`config.mk`:
```
export PLATFORM = sky130hd
export DESIGN_NAME = conv_seq_ctrl
export DESIGN_NICKNAME = d
export VERILOG_FILES = /design/src/rtl/conv_seq_ctrl.sv
export SDC_FILE = /design/constraint.sdc
export NUM_CORES = 1
export LEC_CHECK = 0
export ABC_AREA = 1
export BUFFER_PORTS_ARGS = -buffer_cell sky130_fd_sc_hd__buf_2
export CAP_MARGIN = 20
export CELL_PAD_IN_SITES_DETAIL_PLACEMENT = 0
export CELL_PAD_IN_SITES_GLOBAL_PLACEMENT = 1
export CORE_ASPECT_RATIO = 1.75
export CORE_UTILIZATION = 31
export DETAILED_ROUTE_END_ITERATION = 8
export GPL_TIMING_DRIVEN = 0
export PLACE_DENSITY = 0.81
export SLEW_MARGIN = 20
export SYNTH_ARGS = -nofsm -noshare
export SYNTH_HDL_FRONTEND = slang
export SYNTH_SLANG_ARGS = --single-unit
export TNS_END_PERCENT = 100
```
`constraint.sdc`:
```
create_clock -name clk -period 1.1 [get_ports clk]
set_input_delay 0.11 -clock clk [delete_from_list [all_inputs] [get_ports clk]]
set_output_delay 0.11 -clock clk [all_outputs]
set_load 0.01 [all_outputs]
```
`src/rtl/conv_seq_ctrl.sv`:
```
`timescale 1ns/1ps
// Sequencer for a 3x3 convolution engine: walks output windows row-major, TAPS MAC cycles then one writeback each.
// Latency: frame done pulse 361 cycles after start at defaults; stall freezes the sequence in the current cycle.
module conv_seq_ctrl #(
  parameter int OUT_H = 6,
  parameter int OUT_W = 6,
  parameter int TAPS  = 9
) (
  input  logic       clk,
  input  logic       rst,
  input  logic       in_vld,
  input  logic       stall,
  output logic       busy,
  output logic [2:0] r_cnt,
  output logic [2:0] c_cnt,
  output logic [3:0] cnt_3x3,
  output logic       acc_clr,
  output logic       acc_en,
  output logic       wr_en,
  output logic       out_vld
);

  typedef enum logic [1:0] {IDLE, MAC, WB, DONE} state_t;

  state_t     state_q, state_d;
  logic [2:0] r_q, r_d;
  logic [2:0] c_q, c_d;
  logic [3:0] t_q, t_d;

  always_ff @(posedge clk) begin
    if (rst) begin
      state_q <= IDLE;
      r_q     <= '0;
      c_q     <= '0;
      t_q     <= '0;
    end else begin
      state_q <= state_d;
      r_q     <= r_d;
      c_q     <= c_d;
      t_q     <= t_d;
    end
  end

  always_comb begin
    state_d = state_q;
    r_d     = r_q;
    c_d     = c_q;
    t_d     = t_q;
    unique case (state_q)
      IDLE: begin
        if (in_vld) begin
          state_d = MAC;
          r_d     = '0;
          c_d     = '0;
          t_d     = '0;
        end
      end
      MAC: begin
        if (!stall) begin
          if (t_q == 4'(TAPS - 1)) begin
            t_d     = '0;
            state_d = WB;
          end else begin
            t_d = t_q + 4'd1;
          end
        end
      end
      WB: begin
        // Window advance happens on the edge leaving WB so the write sees the window just computed.
        if (!stall) begin
          if (c_q == 3'(OUT_W - 1)) begin
            c_d = '0;
            if (r_q == 3'(OUT_H - 1)) begin
              r_d     = '0;
              state_d = DONE;
            end else begin
              r_d     = r_q + 3'd1;
              state_d = MAC;
            end
          end else begin
            c_d     = c_q + 3'd1;
            state_d = MAC;
          end
        end
      end
      DONE:    state_d = IDLE;
      default: state_d = IDLE;
    endcase
  end

  // Outputs forced low while rst is held so an aborted frame issues no write or done pulse.
  always_comb begin
    busy    = !rst && (state_q != IDLE);
    r_cnt   = rst ? 3'd0 : r_q;
    c_cnt   = rst ? 3'd0 : c_q;
    cnt_3x3 = rst ? 4'd0 : t_q;
    acc_en  = !rst && (state_q == MAC) && !stall;
    acc_clr = !rst && (state_q == MAC) && !stall && (t_q == 4'd0);
    wr_en   = !rst && (state_q == WB) && !stall;
    out_vld = !rst && (state_q == DONE);
  end

endmodule

```
==> results_dict.tcl, run 1 <==
set metrics [dict create \
    crit_path_end_kind "output pin" \
    layout_min_cycle_time_ns 1.210 \
    violations "setup timing" \
    syn_avg_cell_area_um2 6.106 \
    grt_pass1_vias 804 \
    dieWidth_um 39.51 \
    drc 0 \
    cts_buffers 3 \
    netlist_instances 125 \
    fin_skew_ns 0.0006062 \
    netlist_area_um2 763.2 \
    die_area_mm2 0.002672 \
    ys_warn_count 0 \
    htree_levels 1 \
    cts_root_buf "clkbuf_8" \
    overflow 0 \
    syn_nets 131 \
    pin_count 19 \
    drt_iter0_drc 20 \
    yosys.cell_types.count 20 \
    drt_pass1_iterations 4 \
    yosys.area_share.adder 0.03279 \
    num_vias 855 \
    clkLatencyLatePin_ns 0.25 \
    power_frac_seq 0.297 \
    hp-class "in -> reg" \
    yosys.area_share.xor_xnor 0.01148 \
    cts.sinks 12 \
    area_growth_pct 44.43 \
    std_cell_rows 23 \
    finalCoreUtilization 0.4788 \
    synth_top_family_by_area "simple AND/OR/NAND/NOR gates" \
    start_util 0.3315 \
    cts_hold_buf 0 \
    drv_slew 0 \
    arrival_ns 1.10 \
    start_kind "flop" \
    portBuffers 18 \
    outcome "finished with violations" \
    wl_um 1982 \
    synth_simple_gate_area_share 0.4770 \
    cts_tree "yes" \
    die_h_um 67.64 \
    drive_above_1_share 0.3885 \
    power.internal_w 0.001318 \
    grt_max_degree 11 \
    p_leak_nw 0.5699 \
    p_total_w 0.002250 \
    whs_ns 0.1031 \
    p_per_area_mw_per_mm2 2041 \
    setup_violations 11 \
    grt_pass1_wl_um 3187 \
    ys_ff_latch 12 \
    clk_pin_slew_worst_paths_ns 0.05 \
    period_share 1.100 \
    core_area_mm2 0.002302 \
    switchingPower_w 0.0009320 \
    antenna_found_initial 0 \
    antenna_cells 0 \
    r2r_slack_ns -0.06 \
    r2r_cells 8 \
    clkPwrFrac 0.221 \
    synth-seq-area-share 0.3148 \
    p_sw_frac 0.4143 \
    grt_setup_unrepaired "true" \
    grt_usage 0.1770 \
    hold_violations 0 \
    final_cell_count_no_fill 182 \
    drt.antenna.violating_nets 0 \
    synth.area.mux_share 0 \
    viasPerCell 4.698 \
    clockBufferDepth 2 \
    place_congestion 0.7409 \
    fmax_mhz 826.7 \
    hold_depth 2 \
    dp_hpwl_um 1417 \
    cap_viol_max_count 0 \
    worst_slew_pin_slew_ns 0.2503 \
    slew_headroom 0.8318 \
    cp_max_fo 4 \
    dp_slack_ns -0.1476 \
    dp_cells 168 \
    crit_type "reg -> out" \
    p_comb_frac 0.482 \
    required_ns 0.99 \
    nets 164 \
    wl_per_cell_um 10.89 \
    fin_ws_ns -0.1096 \
    ir_drop_uv 1021 \
    synth_compound_area_frac 0.07541 \
]
[synthesized netlist by cell type, drive strengths merged]
cell type	n	share of area
a21oi	6	0.039
nand3	10	0.066
dfxtp	12	0.31
clkinv	1	0.0049
xor2	1	0.011
nor2	28	0.15
o31ai	1	0.0098
ha	2	0.033
inv	16	0.079
o21ai	4	0.026
clkbuf	1	0.0049
nor3	2	0.013
nand2	40	0.24
nand4	1	0.0082
[cell usage in the layout, fill, tap and decap left out]
| cell type | instances |
|---|---|
| nand3_2 | 1 |
| buf_4 | 9 |
| inv_4 | 2 |
| a21oi_1 | 6 |
| nor3_2 | 1 |
| nand4_1 | 1 |
| buf_2 | 18 |
| clkbuf_8 | 4 |
| inv_2 | 3 |
| o21ai_0 | 3 |
| dfxtp_2 | 3 |
| nor3_1 | 1 |
| nand3_1 | 9 |
| buf_6 | 1 |
| clkbuf_2 | 1 |
| dfxtp_1 | 7 |
| clkinv_1 | 1 |
| inv_1 | 11 |
| nand2_2 | 4 |
| ha_1 | 1 |
| nand2_4 | 5 |
| nand2_8 | 1 |
| nor2_4 | 2 |
| ha_4 | 1 |
| dfxtp_4 | 2 |
| nand2_1 | 30 |
| o31ai_1 | 1 |
| nor2_1 | 23 |
| xor2_1 | 1 |
| o21ai_1 | 1 |
| nor2_2 | 3 |
[registers in the layout, summed over array words and instances (netlist names)]
register	cells
c_q	3
r_q	3
state_q	2
t_q	4
[metrics by stage]
stage	area, um2	setup TNS [ns]
after floorplan	768.2	0
after global placement	889.6	-1.281
after detailed placement	889.6	-1.349
after CTS	1021	-1.242
after global routing	1102	-1.573
final	1102	-0.5190
[logic make-up after synthesis]
family	after synthesis
AND/OR/NAND/NOR	81
adder cells (fa/ha/maj)	2
XOR/XNOR	1
buffers and inverters	18
flip-flops	12
AO/OA/AOI/OAI	11
[area by class of cell]
type | instances | area, um2
inverter | 17 | 68.82
sequential | 12 | 251.5
multi-input combinational | 95 | 521.8
tap | 25 | 31.28
clock buffer | 4 | 55.05
buffer | 1 | 5.005
fill | 250 | 1200
timing repair buffer | 28 | 168.9
[critical path, cell delays in order (launching register included)]
cell and delay [ns]:
dfxtp_4 0.38, inv_4 0.05, nor2_4 0.09, inv_2 0.05
nor3_2 0.13, buf_2 0.14
[power by group through the flow]
stage | Combinational, W | Clock (W) | Sequential [W]
floorplan | 0.000643 | 0 | 0.000614
global placement | 0.000809 | 0 | 0.000634
detailed placement | 0.000821 | 0 | 0.000635
CTS | 0.000950 | 0.000514 | 0.000643
global route | 0.00123 | 0.000533 | 0.000681
finish | 0.00109 | 0.000497 | 0.000667
[timing repair]
item                                    4_1_cts  5_1_grt
pin swaps                                     1        6
endpoints found under the setup margin       17       20
buffers inserted                              6        4
cloned                                        0        0
gates resized for setup                      12       18
[per-layer routing]
metal | share of wire | track usage
met4 | 0.031 | 0.1293
met2 | 0.55 | 0.3299
met5 | 0 | 0
met3 | 0.032 | 0.02961
met1 | 0.38 | 0.1535
[worst paths after layout]
path,end,startpoint
max,acc_clr,state_q[0]
min,state_q[0],rst
max reg2reg,t_q[2],state_q[0]
min reg2reg,c_q[1],c_q[1]
Power figures use the tool's default switching activity.
==> run 2, diff against run 1 <==
--- a/config.mk
+++ b/config.mk
@@ -8,13 +8,13 @@
 export ABC_AREA = 1
 export BUFFER_PORTS_ARGS = -buffer_cell sky130_fd_sc_hd__buf_2
 export CAP_MARGIN = 20
-export CELL_PAD_IN_SITES_DETAIL_PLACEMENT = 0
-export CELL_PAD_IN_SITES_GLOBAL_PLACEMENT = 1
+export CELL_PAD_IN_SITES_DETAIL_PLACEMENT = 1
+export CELL_PAD_IN_SITES_GLOBAL_PLACEMENT = 2
 export CORE_ASPECT_RATIO = 1.75
-export CORE_UTILIZATION = 31
+export CORE_UTILIZATION = 23
 export DETAILED_ROUTE_END_ITERATION = 8
 export GPL_TIMING_DRIVEN = 0
-export PLACE_DENSITY = 0.81
+export PLACE_DENSITY = 0.8
 export SLEW_MARGIN = 20
 export SYNTH_ARGS = -nofsm -noshare
 export SYNTH_HDL_FRONTEND = slang
==> run 2 against run 1 <==
The flow still finishes with violations (setup timing). Clock power is 2% higher. Critical path depth is the same. Power grew 21%. Critical path type unchanged. Largest cell class unchanged.
==> results_dict.tcl, run 2 (same netlist as run 1, synthesis figures left out) <==
set metrics [dict create \
    largest_reg_flops 4 \
    place_congestion 0.7570 \
    overflow 0 \
    antenna_cells 0 \
    final_cell_area_mm2 0.001279 \
    crit_path_end_kind "output pin" \
    period_share 1.136 \
    cap_viol_max_count 0 \
    drt_pass1_iterations 3 \
    placed_cell_area_um2 912.1 \
    crit_type "reg -> out" \
    nets 168 \
    dieWidth_um 45.55 \
    p_leak_nw 0.6240 \
    grt_setup_unrepaired "true" \
    hold_depth 2 \
    largest-register "t_q" \
    p_per_area_mw_per_mm2 2121 \
    cts_tree "yes" \
    drv_slew 0 \
    wl_per_cell_um 13.14 \
    dp_cells 186 \
    clkLatencyLatePin_ns 0.25 \
    cts.sinks 12 \
    clockBufferDepth 2 \
    r2r_cells 7 \
    area_growth_pct 67.54 \
    die_h_um 78.21 \
    die_area_mm2 0.003562 \
    arrival_ns 1.14 \
    drt_iter0_drc 7 \
    dp_hpwl_um 1800 \
    grt_pass1_wl_um 4478 \
    start_util 0.2429 \
    final_common_cell "nor2_1" \
    hp-class "in -> reg" \
    grt_pass1_vias 982 \
    final_cell_mix "21 x nor2_1, 20 x nand2_1, 17 x buf_2" \
    htree_levels 1 \
    clk_pin_slew_worst_paths_ns 0.06 \
    cts_root_buf "clkbuf_8" \
    fmax_mhz 800.4 \
    drc 0 \
    cts_buffers 3 \
    dp_slack_ns -0.1985 \
    whs_ns 0.1141 \
    layout_min_cycle_time_ns 1.249 \
    antenna_found_initial 0 \
    cp_max_fo 4 \
    fin_ws_ns -0.1494 \
    std_cell_rows 27 \
    violations "setup timing" \
    drive_above_1_share 0.5280 \
    wl_um 2680 \
    start_kind "flop" \
    grt_max_degree 11 \
    drt.antenna.violating_nets 0 \
    pin_count 19 \
    fin_skew_ns 0.0008482 \
    required_ns 0.99 \
    ir_drop_uv 930.9 \
    hold_violations 0 \
    fin_tns_setup_ns -0.9627 \
    portBuffers 18 \
    core_area_mm2 0.003142 \
    final_cell_count_no_fill 204 \
    slew_headroom 0.8202 \
    num_vias 933 \
    viasPerCell 4.574 \
    setup_violations 16 \
    grt_usage 0.1730 \
    reg_top3 "t_q x4, c_q x3, r_q x3" \
    outcome "finished with violations" \
    worst_slew_pin_slew_ns 0.2681 \
]
==> run 2: worst max-delay path: stages, from the launching register on <==
cell	delay [ns]
dfxtp_4	0.39
inv_4	0.06
nor2_4	0.09
inv_2	0.06
nor3_2	0.14
buf_2	0.15
==> run 2: report_power, final <==
group	total [W]	leakage (nW)	switching (W)	internal (W)
clock network	0.000509	0.0288	0.000192	0.000317
logic	0.00151	0.494	0.000851	0.000656
registers	0.000696	0.102	0.000141	0.000554
total	0.00271	0.624	0.00118	0.00153
==> run 2: area by class of cell <==
class,count,area (um2)
repair buffers,32,227.7
well taps,43,53.80
inverters,17,68.82
fillers,401,1863
multi-input cells,95,611.8
flip-flops and latches,12,256.5
clock buffers,4,55.05
plain buffers,1,5.005
==> run 2: final timing paths <==
kind                            startpoint    endpoint  slack (ns)
worst min register to register      c_q[1]      c_q[1]        0.46
worst max register to register  state_q[0]      t_q[3]       -0.11
worst max-delay path            state_q[0]     acc_clr       -0.15
worst min-delay path                   rst  state_q[0]        0.11
==> run 2: layer usage <==
| layer | global-route usage | share of wire | vias to the layer above |
|---|---|---|---|
| li1 | - | - | 464 |
| met1 | 0.1716 | 0.36 | 446 |
| met2 | 0.3300 | 0.59 | 17 |
| met3 | 0.02759 | 0.026 | 6 |
| met4 | 0.06364 | 0.019 | 0 |
| met5 | 0 | 0 | - |
==> run 2: per-stage QoR <==
| step | power, W | util |
|---|---|---|
| after global placement | 0.001462 | 0.2903 |
| after floorplan | 0.001257 | - |
| after global routing | 0.002916 | 0.4070 |
| after detailed placement | 0.001499 | 0.2903 |
| after CTS | 0.002481 | 0.3720 |
| final | 0.002712 | 0.4070 |
==> run 2: what timing repair did <==
item | in CTS | in global routing
hold buffers | 0 | 0
buffers inserted | 11 | 3
resized for setup | 36 | 29
pin swaps | 7 | 11
cloned | 0 | 0
endpoints found under the setup margin | 17 | 24
==> run 3, diff against run 2 <==
==> constraint.sdc (replaced) <==
create_clock -name clk -period 1.1 [get_ports clk]
set_input_delay 0.165 -clock clk [delete_from_list [all_inputs] [get_ports clk]]
set_output_delay 0.165 -clock clk [all_outputs]
set_load 0.01 [all_outputs]
==> run 3 against run 2 <==
The flow still finishes with violations (setup timing). Non-clock buffer count up 6. Sequential power is 1% lower. Combinational power up 11%. Global-route usage fell by 0.31 points. Clock skew up 0.0012 ns. Final cell count rose by 2.9%. First-iteration DRC count is 57% lower. Critical endpoint unchanged.
==> results_dict.tcl, run 3 (same netlist as run 1, synthesis figures left out) <==
set metrics [dict create \
    worst_slew_pin_slew_ns 0.2583 \
    die_area_mm2 0.003562 \
    drv_slew 0 \
    drive_above_1_share 0.6287 \
    cts.sinks 12 \
    p_per_area_mw_per_mm2 2134 \
    grt_max_degree 11 \
    cts_tree "yes" \
    wl_per_cell_um 13.30 \
    hp-class "in -> reg" \
    cpMaxStageDelayCell "dfxtp_4" \
    crit_family "flip-flops" \
    reg_top3 "t_q x4, c_q x3, r_q x3" \
    start_kind "flop" \
    fin_skew_ns 0.002063 \
    grt_setup_unrepaired "true" \
    r2r-end "r_q[2]" \
    clk_pin_slew_worst_paths_ns 0.06 \
    critPathMaxStageDelay_ns 0.39 \
    grt_pass1_wl_um 4409 \
    clkLatencyLatePin_ns 0.25 \
    grt_pass1_vias 978 \
    portBuffers 18 \
    die_h_um 78.21 \
    cp_max_fo 4 \
    cap_viol_max_count 0 \
    period_share 1.224 \
    fmax_mhz 742.5 \
    fin_ws_ns -0.2468 \
    crit_path_cell_trace "inv_4 > nor2_4 > inv_2 > nor3_2 > buf_2" \
    reg2reg_from "state_q[0]" \
    crit_path_end_kind "output pin" \
    overflow 0 \
    dp_hpwl_um 1800 \
    final_cell_mix "20 x nand2_1, 18 x nor2_1, 18 x buf_2" \
    wl_um 2793 \
    hold_violations 0 \
    drt_iter0_drc 3 \
    required_ns 0.94 \
    num_vias 955 \
    holdPathEnd "state_q[0]" \
    core_area_mm2 0.003142 \
    p_leak_nw 0.6482 \
    r2r_cells 8 \
    nets 174 \
    clockBufferDepth 2 \
    r2r_slack_ns -0.17 \
    htree_levels 1 \
    antenna_found_initial 0 \
    start_util 0.2429 \
    p_total_w 0.002875 \
    viasPerCell 4.548 \
    finalCoreUtilization 0.4289 \
    crit_type "reg -> out" \
    cts_hold_buf 0 \
    cts_buffers 3 \
    final_common_cell "nand2_1" \
    slew_headroom 0.8265 \
    drc 0 \
    pin_count 19 \
    area_growth_pct 76.56 \
    dieWidth_um 45.55 \
    ir_drop_uv 977.1 \
    hp-start "rst" \
    hold_depth 2 \
    violations "setup timing" \
    drt_pass1_iterations 4 \
    grt_usage 0.1700 \
    place_congestion 0.7570 \
    fin_tns_setup_ns -1.792 \
    cp_num_buf_inv 3 \
    arrival_ns 1.18 \
    drt.antenna.violating_nets 0 \
    largest_reg_flops 4 \
    std_cell_rows 27 \
    outcome "finished with violations" \
    layout_min_cycle_time_ns 1.347 \
    largest-register "t_q" \
    cts_root_buf "clkbuf_8" \
    crit_cells 5 \
    setup_violations 17 \
    antenna_cells 0 \
]
## run 3: worst max path at each step
stage                           from       to  slack, ns
after floorplan           state_q[1]   r_q[0]      0.007
after detailed placement  state_q[0]   t_q[3]      -0.20
after CTS                     t_q[1]  acc_clr      -0.21
after global placement    state_q[0]   t_q[3]      -0.18
final                     state_q[0]  acc_clr      -0.25
after global routing      state_q[0]  acc_clr      -0.30
## run 3: timing repair
| action | CTS | global route |
|---|---|---|
| cloned | 0 | 0 |
| pin swaps | 9 | 15 |
| resized for setup | 49 | 34 |
| setup buffers | 12 | 10 |
| setup endpoints to repair | 25 | 26 |
## run 3: cell type report
class | count | area [um2]
Fill cell | 395 | 1794
Multi-Input combinational cell | 95 | 626.9
Timing Repair Buffer | 38 | 270.3
Sequential cell | 12 | 261.5
Inverter | 17 | 75.07
Clock buffer | 4 | 55.05
Tap cell | 43 | 53.80
Buffer | 1 | 5.005
## run 3: per-stage QoR
stage	instance area (um2)	setup WS, ns	hold slack (ns)	instances
3_3_place_gp	912.1	-0.1799	0.4316	186
3_5_place_dp	912.1	-0.1985	0.4467	186
6_report	1348	-0.2468	0.1939	210
5_1_grt	1348	-0.3018	0.2024	210
2_1_floorplan	768.2	0.006858	0.2341	125
4_1_cts	1205	-0.2110	0.1890	202
## run 3: routing by layer
metal  wire [um]  track usage
met1        1004       0.1676
met5           0            0
met2        1646       0.3243
met4          65      0.06364
met3          77      0.02759
## run 3: report_power, final
group,switching [W],total [W],internal (W),leakage (nW)
sequential,0.000130,0.000687,0.000558,0.104
combinational,0.000919,0.00167,0.000756,0.516
clock,0.000196,0.000513,0.000318,0.0288
total,0.00124,0.00288,0.00163,0.648
